`src/rtl/div_seq_if.sv`:
```
// Request/response bundle between the execute stage and the divide sequencer.
// The execute stage drives the request side; the divider returns HI/LO and a stall.
interface div_seq_if #(
    parameter int DATA_W = 32
);
    logic                  start;
    logic                  annul;
    logic                  signed_div;
    logic [DATA_W-1:0]     opdata1;
    logic [DATA_W-1:0]     opdata2;
    logic [2*DATA_W-1:0]   result;
    logic                  ready;
    logic                  stall_req;

    modport master (
        output start, annul, signed_div, opdata1, opdata2,
        input  result, ready, stall_req
    );

    modport slave (
        input  start, annul, signed_div, opdata1, opdata2,
        output result, ready, stall_req
    );
endinterface

```
`src/rtl/div_seq.sv`:
```
// Multi-cycle radix-2 restoring divider for MIPS32 DIV/DIVU.
// Works on operand magnitudes and fixes the signs when loading {HI, LO}.
module div_seq #(
    parameter int DATA_W = 32
) (
    input  logic     clk,
    input  logic     rst,
    div_seq_if.slave bus
);
    localparam int CNT_W = $clog2(DATA_W + 1);

    typedef enum logic [1:0] {IDLE, BYZERO, RUN, DONE} state_t;

    state_t                state, state_next;
    logic [CNT_W-1:0]      cnt, cnt_next;
    logic [2*DATA_W:0]     work, work_next;
    logic [DATA_W-1:0]     divisor, divisor_next;
    logic                  sign_q, sign_q_next;
    logic                  sign_r, sign_r_next;
    logic [2*DATA_W-1:0]   result, result_next;
    logic                  ready, ready_next;
    logic                  stall_req;

    logic [2*DATA_W:0]     shifted;
    logic [2*DATA_W:0]     stepped;
    logic [DATA_W:0]       trial;
    logic [DATA_W-1:0]     quot, rem, quot_fix, rem_fix;
    logic [DATA_W-1:0]     abs1, abs2;

    // One restoring step on the working register {partial remainder, quotient}.
    always_comb begin
        shifted = work << 1;
        trial   = shifted[2*DATA_W:DATA_W] - {1'b0, divisor};
        if (!trial[DATA_W]) begin
            stepped = {1'b0, trial[DATA_W-1:0], shifted[DATA_W-1:1], 1'b1};
        end else begin
            stepped = shifted;
        end
        quot     = stepped[DATA_W-1:0];
        rem      = stepped[2*DATA_W-1:DATA_W];
        quot_fix = sign_q ? -quot : quot;
        rem_fix  = sign_r ? -rem : rem;
        abs1     = (bus.signed_div && bus.opdata1[DATA_W-1]) ? -bus.opdata1 : bus.opdata1;
        abs2     = (bus.signed_div && bus.opdata2[DATA_W-1]) ? -bus.opdata2 : bus.opdata2;
    end

    always_comb begin
        state_next   = state;
        cnt_next     = cnt;
        work_next    = work;
        divisor_next = divisor;
        sign_q_next  = sign_q;
        sign_r_next  = sign_r;
        result_next  = result;
        ready_next   = ready;
        stall_req    = 1'b0;

        if (bus.annul) begin
            state_next = IDLE;
            ready_next = 1'b0;
            cnt_next   = '0;
        end else begin
            case (state)
                IDLE: begin
                    if (bus.start) begin
                        stall_req = 1'b1;
                        if (bus.opdata2 == '0) begin
                            state_next = BYZERO;
                        end else begin
                            work_next    = {{(DATA_W+1){1'b0}}, abs1};
                            divisor_next = abs2;
                            sign_q_next  = bus.signed_div &
                                           (bus.opdata1[DATA_W-1] ^ bus.opdata2[DATA_W-1]);
                            sign_r_next  = bus.signed_div & bus.opdata1[DATA_W-1];
                            cnt_next     = '0;
                            state_next   = RUN;
                        end
                    end
                end
                BYZERO: begin
                    stall_req   = 1'b1;
                    result_next = '0;
                    ready_next  = 1'b1;
                    state_next  = DONE;
                end
                RUN: begin
                    stall_req = 1'b1;
                    work_next = stepped;
                    cnt_next  = cnt + CNT_W'(1);
                    if (cnt == CNT_W'(DATA_W - 1)) begin
                        result_next = {rem_fix, quot_fix};
                        ready_next  = 1'b1;
                        state_next  = DONE;
                    end
                end
                DONE: begin
                    // The requester holds start until it sees ready, so its release ends the op.
                    if (!bus.start) begin
                        ready_next = 1'b0;
                        state_next = IDLE;
                    end
                end
                default: begin
                    state_next = IDLE;
                end
            endcase
        end
    end

    always_ff @(posedge clk or posedge rst) begin
        if (rst) begin
            state   <= IDLE;
            cnt     <= '0;
            work    <= '0;
            divisor <= '0;
            sign_q  <= 1'b0;
            sign_r  <= 1'b0;
            result  <= '0;
            ready   <= 1'b0;
        end else begin
            state   <= state_next;
            cnt     <= cnt_next;
            work    <= work_next;
            divisor <= divisor_next;
            sign_q  <= sign_q_next;
            sign_r  <= sign_r_next;
            result  <= result_next;
            ready   <= ready_next;
        end
    end

    assign bus.result    = result;
    assign bus.ready     = ready;
    assign bus.stall_req = stall_req;
endmodule

```
`src/flat_wrapper.sv`:
```
// flat-port wrapper written by rule: the top's interface ports become plain ports
module div_seq_flat 
#(
    parameter int DATA_W = 32
)
  (clk, rst, bus_start, bus_annul, bus_signed_div, bus_opdata1, bus_opdata2, bus_result, bus_ready, bus_stall_req);
  div_seq_if #(.DATA_W(DATA_W)) bus_i ();
  input  logic clk;
  input  logic rst;
  input wire logic [$bits(bus_i.start)-1:0] bus_start;
  input wire logic [$bits(bus_i.annul)-1:0] bus_annul;
  input wire logic [$bits(bus_i.signed_div)-1:0] bus_signed_div;
  input wire logic [$bits(bus_i.opdata1)-1:0] bus_opdata1;
  input wire logic [$bits(bus_i.opdata2)-1:0] bus_opdata2;
  output wire logic [$bits(bus_i.result)-1:0] bus_result;
  output wire logic [$bits(bus_i.ready)-1:0] bus_ready;
  output wire logic [$bits(bus_i.stall_req)-1:0] bus_stall_req;
  assign bus_i.start = bus_start;
  assign bus_i.annul = bus_annul;
  assign bus_i.signed_div = bus_signed_div;
  assign bus_i.opdata1 = bus_opdata1;
  assign bus_i.opdata2 = bus_opdata2;
  assign bus_result = bus_i.result;
  assign bus_ready = bus_i.ready;
  assign bus_stall_req = bus_i.stall_req;
  div_seq #(.DATA_W(DATA_W)) u_core (.clk(clk), .rst(rst), .bus(bus_i));
endmodule
```
`config.mk`:
```
export PLATFORM = sky130hd
export DESIGN_NAME = div_seq_flat
export DESIGN_NICKNAME = d
export VERILOG_FILES = /design/src/rtl/div_seq_if.sv /design/src/rtl/div_seq.sv /design/src/flat_wrapper.sv
export SDC_FILE = /design/constraint.sdc
export NUM_CORES = 1
export LEC_CHECK = 0
export ABC_AREA = 0
export ABC_CLOCK_PERIOD_IN_PS = 6800
export BUFFER_PORTS_ARGS = -buffer_cell sky130_fd_sc_hd__buf_2
export CORE_MARGIN = 5
export CORE_UTILIZATION = 60
export CTS_BUF_LIST = sky130_fd_sc_hd__clkbuf_16
export CTS_CLUSTER_DIAMETER = 40
export DETAILED_ROUTE_END_ITERATION = 16
export GPL_ROUTABILITY_DRIVEN = 0
export HOLD_SLACK_MARGIN = 0.03
export PLACE_DENSITY = 0.81
export SYNTH_ARGS = -nofsm -noshare
export SYNTH_HDL_FRONTEND = slang
export SYNTH_SLANG_ARGS = --single-unit
```
`constraint.sdc`:
```
create_clock -name clk -period 6.8 [get_ports clk]
set_clock_uncertainty 0.2 [all_clocks]
set_input_delay 0.34 -clock clk [delete_from_list [all_inputs] [get_ports clk]]
set_output_delay 0.34 -clock clk [all_outputs]
set_load 0.01 [all_outputs]
```
Word-level counts from Yosys, hierarchy flattened --
Cells that the tools add are included. Widths: inputs -> output; s select.
Storage, ports and cells: register bits 171, input bits 69, output and inout port bits 66, logic and storage cells 72
Cells by class: add/subtract/negate cells 6, equality and inequality tests 11, multiplexer cells 27, bitwise logic cells 5, reductions and logical operators 15
Operators by type and width (number):
- $mux 64 | 4
- $pmux 64 s2 | 2
- $mux 32 | 4
- $neg 32->32 | 4
- $sub 33x32->33 | 1
- $logic_not 32->1 | 1
- $mux 6 | 3
- $pmux 6 s2 | 1
- $reduce_and 3->1 | 4
- $mux 2 | 5
- $ne 3x3->1 const B | 3
- $pmux 2 s4 | 1
- $reduce_and 4->1 | 2
- $add 6x1->6 const B | 1
- $eq 6x5->1 const B | 1
- $mux 1 | 5
- $eq 2x2->1 const B | 2
- $ne 2x2->1 const B | 2
- $reduce_bool 2->1 | 2
- $reduce_bool 4->1 | 1
- $ne 3x2->1 const B | 1
- $pmux 1 s3 | 1
- $reduce_bool 3->1 | 1
- $and 1x1->1 | 2
- other kinds (8) | 10

Logic depth before layout (Yosys ltp) --
word-level depth 6, gate-level depth with buffers 24, depth with buffers taken out 21

Worst setup path after synthesis --
OpenSTA, ideal clock, no wires.
path type register -> register, from register u_core.work[31], to register u_core.result[62] (netlist: u_core.bus.result[62]), library setup time 0.130 ns, data arrival time 5.100 ns, setup slack 1.370 ns, stages on the path, launching flop included 24, path buffers 4, path through dfrtp_1 > inv_1 > ha_1 > inv_1 > fa_1 > a211oi_1 > nor3_1 > o211ai_1 > a21bo_2 > o211a_1 > buf_6 > clkbuf_1 > clkbuf_1 > buf_1 > mux2i_1 > ha_1 > nand2_1 > nor4_1 > mux2i_1 > nand2_1 > or4b_1 > o41ai_2 > xnor2_1 > o21ai_1
On the way: word-level cells in the longest chain between the ends 6
Ends and longest elaborated chain:
- from (decl) | RTL line div_seq.sv:16 | logic [2*DATA_W:0] work, work_next;
- from (signal assigned) | RTL line div_seq.sv:123 | work <= work_next;
- $sub 33x32->33 | RTL line div_seq.sv:33 | trial = shifted[2*DATA_W:DATA_W] - {1'b0, divisor};
- $mux 64 (*) | RTL line div_seq.sv:34 | if (!trial[DATA_W]) begin
- $neg 32->32 | RTL line div_seq.sv:42 | rem_fix = sign_r ? -rem : rem;
- $mux 32 (*) | RTL line div_seq.sv:42
- $mux 64 (*) | RTL line div_seq.sv:90 | if (cnt == CNT_W'(DATA_W - 1)) begin
- $pmux 64 s2 (*) | RTL line div_seq.sv:63 | case (state)
- to (signal assigned) | RTL line div_seq.sv:127 | result <= result_next;
- to (decl) | RTL line div_seq.sv:20 | logic [2*DATA_W-1:0] result, result_next;
Every way passes the cells marked *; elsewhere a longest branch is shown, timed or not. The select of a mux whose other input is x is not followed. A chain may end at the register's enable or synchronous reset.

Final worst setup path --
Ends and elaborated chain as after synthesis.

==> reports/qor.yml <==
layout_min_cycle_time_ps: 5520
drt_iter0_drc: 1150
crit_chain: "inv_1 -> ha_1 -> inv_1 -> fa_1 -> a211oi_1 -> nor3_1 -> o211ai_1 -> a21bo_2 -> o211a_2 -> buf_4 -> mux2i_1 -> ha_1 -> nand2_1 -> nor4_1 -> mux2i_1 -> nand2_1 -> or4b_1 -> o41ai_2 -> xnor2_1 -> o21ai_1"
synth_area_leaders: "dfrtp_1 35%, nand2_1 7.4%, o21ai_0 6.9%"
drive_gt1_frac: 0.130
post-route-drc-count: 0
post_cts_buffers: 0
leakage_nw: 6.23
synth_area_um2: 12100
diodes: 0
synth_cell_types: 72
clk_latency_ps: 440
grt_pass1_vias: 10900
drv_cap: 0
yosys_warnings: 0
die_w_um: 152
finalHoldViolations: 0
dpl.hpwl_mm: 25.3
fp.dieH_um: 152
cts_tree: "built"
layout.cells.non_filler: 1881
rsz0062_at_grt: "false"
cp-start-kind: "register"
multi_input_area_um2: 7310
holdWs_ps: 36.6
fmax_mhz: 181
outcome: "complete, no violations"
dieArea_um2: 23200
cts_buffers: 17
dp_cells: 1844
grt_use_total: 0.293
finish.utilization: 0.676
cts.clk_slew.worst_paths_ps: 80
mostFrequentLayoutCells: "240 x nand2_1, 171 x dfrtp_1, 167 x o21ai_0, 134 x buf_2, 132 x a21oi_1"
vias: 11700
grt-ovfl-total: 0
ios: 135
drt_pass1_iterations: 6
antenna_found_initial: 0
num_rows: 52
clock_sinks: 171
grt_pass1_wl_mm: 56.5
syn_inst: 1514
io_buffer_count: 134
initial_core_util: 0.605
postSynthAreaPerCell_um2: 8.01
ys_seq_area_frac: 0.353
cp_top_family: "compound AO/OA/AOI/OAI gates"
relSlewSlack: 0.258
critPathMaxStageDelay_ps: 510
design.core.area_um2: 20000
final.period_utilization: 0.812
syn-num-nets: 1625
synth.top_cell.area_share: 0.353
antenna_left: 0
design_area_um2: 13600
ys.flop_type: "dfrtp_1"
required_ps: 6920
finalPower_mw: 4.91
drt-total-wl_mm: 34.7
crit_path_end_kind: "register"
final_common_cell: "nand2_1"
tightest_slew_ps: 1110
routed_via_density: 6.20
arrival_ps: 5640
fin_ws_ps: 1280
cts_max_path_buffers: 2
powerDensity_nw_per_um2: 362
h-tree-depth: 4
syn_to_final_growth_pct: 11.7
critPathSlowestCell: "buf_4"
worstSetupPathType: "reg -> reg"
dp_slack_ps: 1440
synth-edff-count: 0
register_area_um2: 4280
crit_fanout: 51
nets: 1709
synth_area_leader_cell: "dfrtp_1"
placed_cell_area_um2: 12900
routedWlPerCell_um: 18.4
cp_num_buf_inv: 3
setup_violations: 0
fin_setup_tns_ps: 0
slew_viol_final: 0
n_fill_cell: 1710
hold_path.class: "in -> reg"
synthArstFlopShare: 1.00
ir_worst_vdd_uv: 336
cts-root-buf: "clkbuf_16"
yosys_register_bits: 171
grt_max_degree: 117
==> what timing repair did <==
| item | CTS | global route |
|---|---|---|
| resized for setup | 0 | 0 |
| hold buffers | 5 | 0 |
| endpoints found under the setup margin | 0 | 0 |
| endpoints found under the hold margin | 100 | 0 |
==> worst register-to-register path, stage by stage, from the launching register on <==
cell,delay (ps)
dfrtp_1,400
inv_1,90
ha_1,170
inv_1,60
fa_1,420
a211oi_1,370
nor3_1,170
o211ai_1,240
a21bo_2,160
o211a_2,190
buf_4,510
mux2i_1,460
ha_1,260
nand2_1,80
nor4_1,230
mux2i_1,130
nand2_1,150
or4b_1,470
o41ai_2,410
xnor2_1,170
o21ai_1,70
==> area by class of cell <==
cell class / instances / area share
clock buffer: 17 / 0.0314
timing repair buffer: 148 / 0.0582
clock inverter: 15 / 0.0146
inverter: 57 / 0.0162
tap: 270 / 0.0249
sequential: 171 / 0.316
multi-input combinational: 1203 / 0.539
==> synth_stat cells (5+ instances only) <==
master and count:
mux2i_1 25, inv_1 56, and2_1 6, nor3_1 37, nand3_1 17, dfrtp_1 171
o21a_1 5, o21ai_0 167, nand2b_1 13, a211oi_1 5, nor2_1 113, o31ai_1 65
nor4_1 14, clkbuf_1 60, ha_1 41, a21o_1 8, nand4_1 9, a31oi_1 8
nand2_1 240, nand3b_1 5, o41ai_1 11, a21oi_1 132, nor2b_1 5, xor2_1 81
or2_2 11, or4_1 10, buf_2 6, or3_1 30, mux2_2 5, xnor2_1 63
and3_1 8, buf_1 14
==> flip-flops by register name, summed over array words and instances (netlist names) <==
register	flops
u_core.bus.ready	1
u_core.bus.result	64
u_core.cnt	6
u_core.divisor	32
u_core.sign_q	1
u_core.sign_r	1
u_core.state	2
u_core.work	64
==> per-layer routing <==
layer  GRT usage  wire length (um)  up-vias
met5           0                 0        -
met4      0.0993               997        0
met3      0.0582              3100       85
met2       0.459             15700      571
met1       0.411             14900     5485
li1            -                 -     5522
==> worst paths after layout <==
path,end,cells after the start,slack (ps),startpoint
worst max-delay path,u_core.bus.result[62]$_DFFE_PP0P_,20,1280,u_core.work[31]$_DFFE_PP0P_
worst max register to register,u_core.bus.result[62]$_DFFE_PP0P_,20,1280,u_core.work[31]$_DFFE_PP0P_
worst min-delay path,u_core.divisor[25]$_DFFE_PP0P_,3,40,bus_opdata2[25]
min in group asynchronous,u_core.bus.result[9]$_DFFE_PP0P_,3,410,rst
max in group asynchronous,u_core.bus.result[59]$_DFFE_PP0P_,4,4480,rst
worst min register to register,u_core.bus.result[45]$_DFFE_PP0P_,2,280,u_core.bus.result[45]$_DFFE_PP0P_
==> logic make-up (layout without fill, tap and decap cells) <==
logic type,Yosys count,in the layout,share of synthesized area
AOI/OAI and AO/OA,452,452,0.225
xor gates and xnor gates,144,144,0.104
adders and majority gates,42,42,0.0439
buffers and inverters,140,237,0.0458
DFF,171,171,0.353
muxes,30,30,0.0253
and+or+nand+nor,535,535,0.204
==> power breakdown <==
group,internal [mW],switching [mW]
clock network,0.535,0.487
logic,0.797,1.47
registers,1.33,0.295
total,2.66,2.25
Power figures use the tool's default switching activity.
